===== src/rtl/add_pipe_pkg.sv =====
// Shared constants and configuration helpers for the segmented pipelined adder.
package add_pipe_pkg;

  localparam int DEF_WIDTH = 32;
  localparam int DEF_SEG   = 8;

  // Number of pipeline stages for a given operand width and segment width.
  // A non-positive segment width maps to 1 so the division stays defined;
  // the configuration check in the top rejects it separately.
  function automatic int stages_of(input int width, input int seg);
    if (seg < 1) return 1;
    return width / seg;
  endfunction

  // True when the operand splits into a whole number of non-empty segments.
  function automatic bit seg_cfg_ok(input int width, input int seg);
    if (seg < 1) return 1'b0;
    if (width < seg) return 1'b0;
    return (width % seg) == 0;
  endfunction

endpackage


===== src/rtl/add_pipe_stage.sv =====
// One registered SEG-bit slice of the pipelined adder: adds its operand
// segments plus the incoming carry and registers sum, carry and valid.
// Everything holds while i_en is low so the whole pipeline stalls together.
module add_pipe_stage #(
  parameter int SEG = 8
) (
  input  logic           i_clk,
  input  logic           i_rst,
  input  logic           i_en,
  input  logic           i_valid,
  input  logic [SEG-1:0] i_a,
  input  logic [SEG-1:0] i_b,
  input  logic           i_cin,
  output logic           o_valid,
  output logic [SEG-1:0] o_s,
  output logic           o_cy
);

  logic           valid_d, valid_q;
  logic           cy_d, cy_q;
  logic [SEG-1:0] s_d, s_q;

  // Slice add when the pipeline advances, otherwise hold
  always_comb begin
    valid_d = valid_q;
    cy_d    = cy_q;
    s_d     = s_q;
    if (i_en) begin
      valid_d      = i_valid;
      {cy_d, s_d}  = {1'b0, i_a} + {1'b0, i_b} + {{SEG{1'b0}}, i_cin};
    end
  end

  // Slice registers, cleared asynchronously
  always_ff @(posedge i_clk or posedge i_rst) begin
    if (i_rst) begin
      valid_q <= 1'b0;
      cy_q    <= 1'b0;
      s_q     <= '0;
    end else begin
      valid_q <= valid_d;
      cy_q    <= cy_d;
      s_q     <= s_d;
    end
  end

  assign o_valid = valid_q;
  assign o_s     = s_q;
  assign o_cy    = cy_q;

endmodule


===== src/rtl/add_pipe_nb.sv =====
// Segmented pipelined adder/subtractor with valid/ready handshake.
// Stage k adds segment k using the registered carry of stage k-1. Operands
// are skewed alongside the slices so each stage sees its own segment, and the
// finished low segments ride forward to line up with the final carry.
// A single global enable (o_ready) stalls every stage at once.
module add_pipe_nb
  import add_pipe_pkg::*;
#(
  parameter int WIDTH = DEF_WIDTH,
  parameter int SEG   = DEF_SEG
) (
  input  logic             i_clk,
  input  logic             i_rst,
  input  logic             i_valid,
  output logic             o_ready,
  input  logic [WIDTH-1:0] i_a,
  input  logic [WIDTH-1:0] i_b,
  input  logic             i_cin,
  input  logic             i_sub,
  output logic             o_valid,
  input  logic             i_ready,
  output logic [WIDTH-1:0] o_s,
  output logic             o_cy,
  output logic             o_ovf
);

  localparam int STAGES = stages_of(WIDTH, SEG);

  if (!seg_cfg_ok(WIDTH, SEG)) begin : g_bad_cfg
    $error("add_pipe_nb: WIDTH must be a whole multiple of SEG and SEG >= 1");
  end

  logic             en;
  logic [WIDTH-1:0] a_in, b_in;
  logic             c_in;

  // Index k holds the operand as seen by stage k; index STAGES is aligned
  // with the outputs and supplies the sign bits for overflow.
  logic [WIDTH-1:0] a_d [1:STAGES];
  logic [WIDTH-1:0] a_q [1:STAGES];
  logic [WIDTH-1:0] b_d [1:STAGES];
  logic [WIDTH-1:0] b_q [1:STAGES];

  // res_q[k] holds sum segments 0..k-2 of the op currently in stage k-1;
  // full[k] merges in the segment registered by stage k-1.
  logic [WIDTH-1:0] res_d [1:STAGES];
  logic [WIDTH-1:0] res_q [1:STAGES];
  logic [WIDTH-1:0] full  [1:STAGES];

  logic [SEG-1:0]    seg_s [STAGES];
  logic [STAGES-1:0] seg_cy;
  logic [STAGES-1:0] seg_v;

  assign en      = ~o_valid | i_ready;
  assign o_ready = en;

  // Subtract is A + ~B + 1; carry-in is ignored then
  assign a_in = i_a;
  assign b_in = i_sub ? ~i_b : i_b;
  assign c_in = i_sub ? 1'b1 : i_cin;

  // Operand skew: shift one stage per advance, hold on stall
  always_comb begin
    for (int k = 1; k <= STAGES; k++) begin
      a_d[k] = a_q[k];
      b_d[k] = b_q[k];
    end
    if (en) begin
      a_d[1] = a_in;
      b_d[1] = b_in;
      for (int k = 2; k <= STAGES; k++) begin
        a_d[k] = a_q[k-1];
        b_d[k] = b_q[k-1];
      end
    end
  end

  // Partial result view after each stage: carried-forward low bits plus the new slice
  always_comb begin
    for (int k = 1; k <= STAGES; k++) begin
      full[k] = res_q[k] | (WIDTH'(seg_s[k-1]) << ((k-1) * SEG));
    end
  end

  // Result alignment: completed low segments advance with their operation
  always_comb begin
    for (int k = 1; k <= STAGES; k++) begin
      res_d[k] = res_q[k];
    end
    if (en) begin
      res_d[1] = '0;
      for (int k = 2; k <= STAGES; k++) begin
        res_d[k] = full[k-1];
      end
    end
  end

  // Skew and alignment registers, cleared asynchronously
  always_ff @(posedge i_clk or posedge i_rst) begin
    if (i_rst) begin
      for (int k = 1; k <= STAGES; k++) begin
        a_q[k]   <= '0;
        b_q[k]   <= '0;
        res_q[k] <= '0;
      end
    end else begin
      for (int k = 1; k <= STAGES; k++) begin
        a_q[k]   <= a_d[k];
        b_q[k]   <= b_d[k];
        res_q[k] <= res_d[k];
      end
    end
  end

  for (genvar k = 0; k < STAGES; k++) begin : g_stage
    logic [SEG-1:0] a_seg;
    logic [SEG-1:0] b_seg;
    logic           cin_k;
    logic           v_in;

    if (k == 0) begin : g_first
      assign a_seg = a_in[SEG-1:0];
      assign b_seg = b_in[SEG-1:0];
      assign cin_k = c_in;
      assign v_in  = i_valid;
    end else begin : g_next
      assign a_seg = a_q[k][k*SEG +: SEG];
      assign b_seg = b_q[k][k*SEG +: SEG];
      assign cin_k = seg_cy[k-1];
      assign v_in  = seg_v[k-1];
    end

    add_pipe_stage #(.SEG(SEG)) u_stage (
      .i_clk   (i_clk),
      .i_rst   (i_rst),
      .i_en    (en),
      .i_valid (v_in),
      .i_a     (a_seg),
      .i_b     (b_seg),
      .i_cin   (cin_k),
      .o_valid (seg_v[k]),
      .o_s     (seg_s[k]),
      .o_cy    (seg_cy[k])
    );
  end

  assign o_valid = seg_v[STAGES-1];
  assign o_cy    = seg_cy[STAGES-1];
  assign o_s     = full[STAGES];
  assign o_ovf   = (a_q[STAGES][WIDTH-1] == b_q[STAGES][WIDTH-1]) &
                   (full[STAGES][WIDTH-1] != a_q[STAGES][WIDTH-1]);

endmodule


===== config.mk =====
export PLATFORM = sky130hd
export DESIGN_NAME = add_pipe_nb
export DESIGN_NICKNAME = d
export VERILOG_FILES = /design/src/rtl/add_pipe_pkg.sv /design/src/rtl/add_pipe_stage.sv /design/src/rtl/add_pipe_nb.sv
export SDC_FILE = /design/constraint.sdc
export NUM_CORES = 1
export LEC_CHECK = 0
export CORE_MARGIN = 5
export CORE_UTILIZATION = 50
export CTS_CLUSTER_SIZE = 14
export DETAILED_ROUTE_END_ITERATION = 10
export PLACE_DENSITY = 0.78
export SLEW_MARGIN = 15
export SYNTH_ARGS = -nofsm -noshare
export SYNTH_HDL_FRONTEND = slang
export SYNTH_SLANG_ARGS = --single-unit

===== constraint.sdc =====
create_clock -name i_clk -period 7.1 [get_ports i_clk]
set_clock_uncertainty 0.1 [all_clocks]
set_input_delay 1.775 -clock i_clk [delete_from_list [all_inputs] [get_ports i_clk]]
set_output_delay 1.775 -clock i_clk [all_outputs]
set_load 0.02 [all_outputs]

==> flow_metrics.tcl <==
set metrics [dict create \
    status "completed" \
    drtIter0Drc 454 \
    gr-usage-all-layers 0.1755 \
    drive_above_1_share 0.04171 \
    clockBufferDepth 2 \
    cp-start-kind "input port" \
    cts_tree "built" \
    gp_congestion 0.8341 \
    hold_path_class "flip-flop to flip-flop" \
    slew_headroom 0.3188 \
    n_fill_cell 1508 \
    htreeDepth 4 \
    arrival_ns 3.04 \
    synth_edf_count 0 \
    cpMostUsedCell "clkdlybuf4s50_1" \
    total_power_mw 4.687 \
    coreArea_um2 17420 \
    synth_ff_type "dfrtp_1" \
    fp-row-count 48 \
    vias 6412 \
    combPwrFrac 0.394 \
    wl_um 17140 \
    cts_resized 0 \
    setup.worst_path.end_class "output pin" \
    crit_chain "clkdlybuf4s50_1 -> nor2b_4 -> inv_4 -> clkdlybuf4s50_1" \
    grt-ovfl-total 0 \
    worstPathRequired_ns 5.22 \
    p_seq_frac 0.385 \
    io_buffers 105 \
    tns_ns 0 \
    worstMarginPinSlew_ns 1.022 \
    hpwlAfterDp_um 10890 \
    p_per_area_nw_per_um2 448.7 \
    cp_slowest_cell "clkdlybuf4s50_1" \
    yosysWarnings 0 \
    path_clk_slew_ns 0.06 \
    syn-num-nets 1076 \
    stdcell_area_um2 10450 \
    async_flop_share 1.000 \
    insertion_delay_ns 0.43 \
    p_sw_frac 0.3668 \
    die_w_um 143.6 \
    rsz0062_at_grt "no" \
    cts_buffers 17 \
    crit_family "buffers and inverters" \
    grt_pass1_vias 6191 \
    postSynthCellCount 970 \
    synth_commonest_cells "nand2_1 (439), dfrtp_1 (186), o21ai_0 (48)" \
    busiest_layer "met2" \
    crit_buf_inv 3 \
    syn_avg_cell_area_um2 9.203 \
    p_int_mw 2.968 \
    hold_viol 0 \
    via_per_inst 5.105 \
    yosysSeqAreaShare 0.5214 \
    grt_pass1_wl_um 29180 \
    synth_top_area_share 0.5214 \
    grt_use_met3 0.03561 \
    grt_max_degree 245 \
    fin_nets 1125 \
    yosys-top-cells-area "dfrtp_1 (52%), nand2_1 (18%), ha_1 (3.9%)" \
    wire_per_inst_um 13.65 \
    placed_cell_area_um2 9798 \
    synth_seq_cells 186 \
    post_cts_buffers 0 \
    finalCriticalPeriod_ns 4.913 \
    fp.dieH_um 143.6 \
    synthesis.area_um2 8927 \
    synth_cell_type_count 40 \
    cp_max_fo 2 \
    crit_path_max_incr_delay_ns 0.61 \
    synth_largest_area_cell "dfrtp_1" \
    slew_viol_final 0 \
    initial_core_util 0.5126 \
    setup.worst_path.class "input port to output pin" \
    peakVddDrop_mv 0.2105 \
    pwr-share-clk 0.221 \
    antennaDiodeCount 0 \
    drc 0 \
    holdBufCountCts 0 \
    globalRouteMet2Util 0.2889 \
    fmax_mhz 203.5 \
    p_leak_nw 5.022 \
    drv_cap 0 \
    met1_usage 0.2315 \
    dieArea_um2 20630 \
    pin_count 106 \
    holdWs_ns 0.3614 \
    switchingPower_mw 1.719 \
    clkSinkCount 186 \
    dr.pass1.iters 6 \
    utilization 0.5998 \
    antenna_found_initial 0 \
    yosysMostFrequentCell "nand2_1" \
    syn2layout_area_growth_pct 17.02 \
    setup_viol 0 \
    period_share 0.6920 \
    ant_nets 0 \
    root_buffer "clkbuf_16" \
]
[cell type report]
type	count	area [um^2]	area share
Timing Repair Buffer	109	1089	0.1042
Clock inverter	11	181.4	0.01737
Clock buffer	20	466.7	0.04468
Sequential cell	186	4654	0.4456
Multi-Input combinational cell	698	3737	0.3578
Tap cell	225	281.5	0.02695
Inverter	7	36.28	0.003473
[cells in the final DEF, fill, tap and decap left out, types with 4 or more instances in the layout]
cell,synthesis,layout
a211oi_1,15,15
a21o_1,8,8
a21oi_1,6,6
a221oi_1,5,5
bufinv_16,0,4
clkbuf_16,0,17
clkdlybuf4s50_1,0,104
dfrtp_1,186,186
fa_1,8,8
ha_1,28,28
inv_1,6,5
inv_6,0,4
mux2i_1,7,7
nand2_1,439,439
nand2b_1,7,7
nand3_1,4,4
nor2_1,7,7
nor3_1,10,10
nor3b_1,19,19
o21a_1,6,6
o21ai_0,48,48
o21bai_1,7,7
o31a_1,7,7
o31ai_1,8,8
xnor2_1,27,27
xor2_1,9,9
[registers in the layout, summed over array words and instances (netlist names)]
signal / count
a_q: 49
b_q: 49
res_q: 48
g_stage.u_stage.o_s: 32
g_stage.u_stage.o_cy: 4
g_stage.u_stage.o_valid: 4
[cell families (layout without fill, tap and decap cells)]
family                     after synthesis  after routing  synth area share
AOI/OAI and AO/OA                      119            119           0.08928
xor gates and xnor gates                36             36           0.03532
adders and majority gates               36             36           0.05718
buffers and inverters                   86            147           0.05999
DFF                                    186            186            0.5214
muxes                                    7              7          0.007849
and+or+nand+nor                        500            500            0.2290
[worst register-to-register path, stage by stage, from the launching register on]
cell and delay (ns):
dfrtp_1 0.38, nor2b_4 0.15, inv_4 0.09, buf_4 0.52, buf_4 0.78, nand2b_1 0.22
o22a_1 0.21, o31a_1 0.09
[layer usage]
| metal | vias up | part of all wire |
|---|---|---|
| met1 | 3022 | 0.44 |
| met3 | 23 | 0.048 |
| met4 | 0 | 0.018 |
| met2 | 144 | 0.49 |
| li1 | 3223 | - |
| met5 | - | 0 |
[path summary, 6_finish.rpt]
| check | slack, ns | cells after the start | endpoint | start |
|---|---|---|---|---|
| setup / recovery | 2.19 | 4 | o_ready | i_ready |
| hold / removal | 0.36 | 2 | res_q[13]$_DFFE_PP0P_ | res_q[13]$_DFFE_PP0P_ |
| setup reg to reg | 4.46 | 7 | g_stage[3].u_stage.o_cy$_DFFE_PP0P_ | g_stage[3].u_stage.o_valid$_DFFE_PP0P_ |
| hold reg to reg | 0.36 | 2 | res_q[13]$_DFFE_PP0P_ | res_q[13]$_DFFE_PP0P_ |
| max in group asynchronous | 3.85 | 3 | g_stage[1].u_stage.o_s[5]$_DFFE_PP0P_ | i_rst |
| min in group asynchronous | 1.87 | 2 | res_q[2]$_DFFE_PP0P_ | i_rst |
[power groups by stage]
stage          registers [mW]  clock network, mW  logic (mW)
2_1_floorplan            1.75                  0        1.51
5_1_grt                  1.87               1.10        2.09
6_report                 1.80               1.04        1.85
4_1_cts                  1.81               1.05        1.87
3_3_place_gp             1.81                  0        1.78
3_5_place_dp             1.82                  0        1.85
[per-stage QoR]
stage	setup slack, ns	std cells
3_5_place_dp	2.180	1225
3_3_place_gp	2.176	1225
2_1_floorplan	0.1679	970
5_1_grt	2.147	1256
4_1_cts	2.175	1256
6_report	2.187	1256
Power figures use the tool's default switching activity.
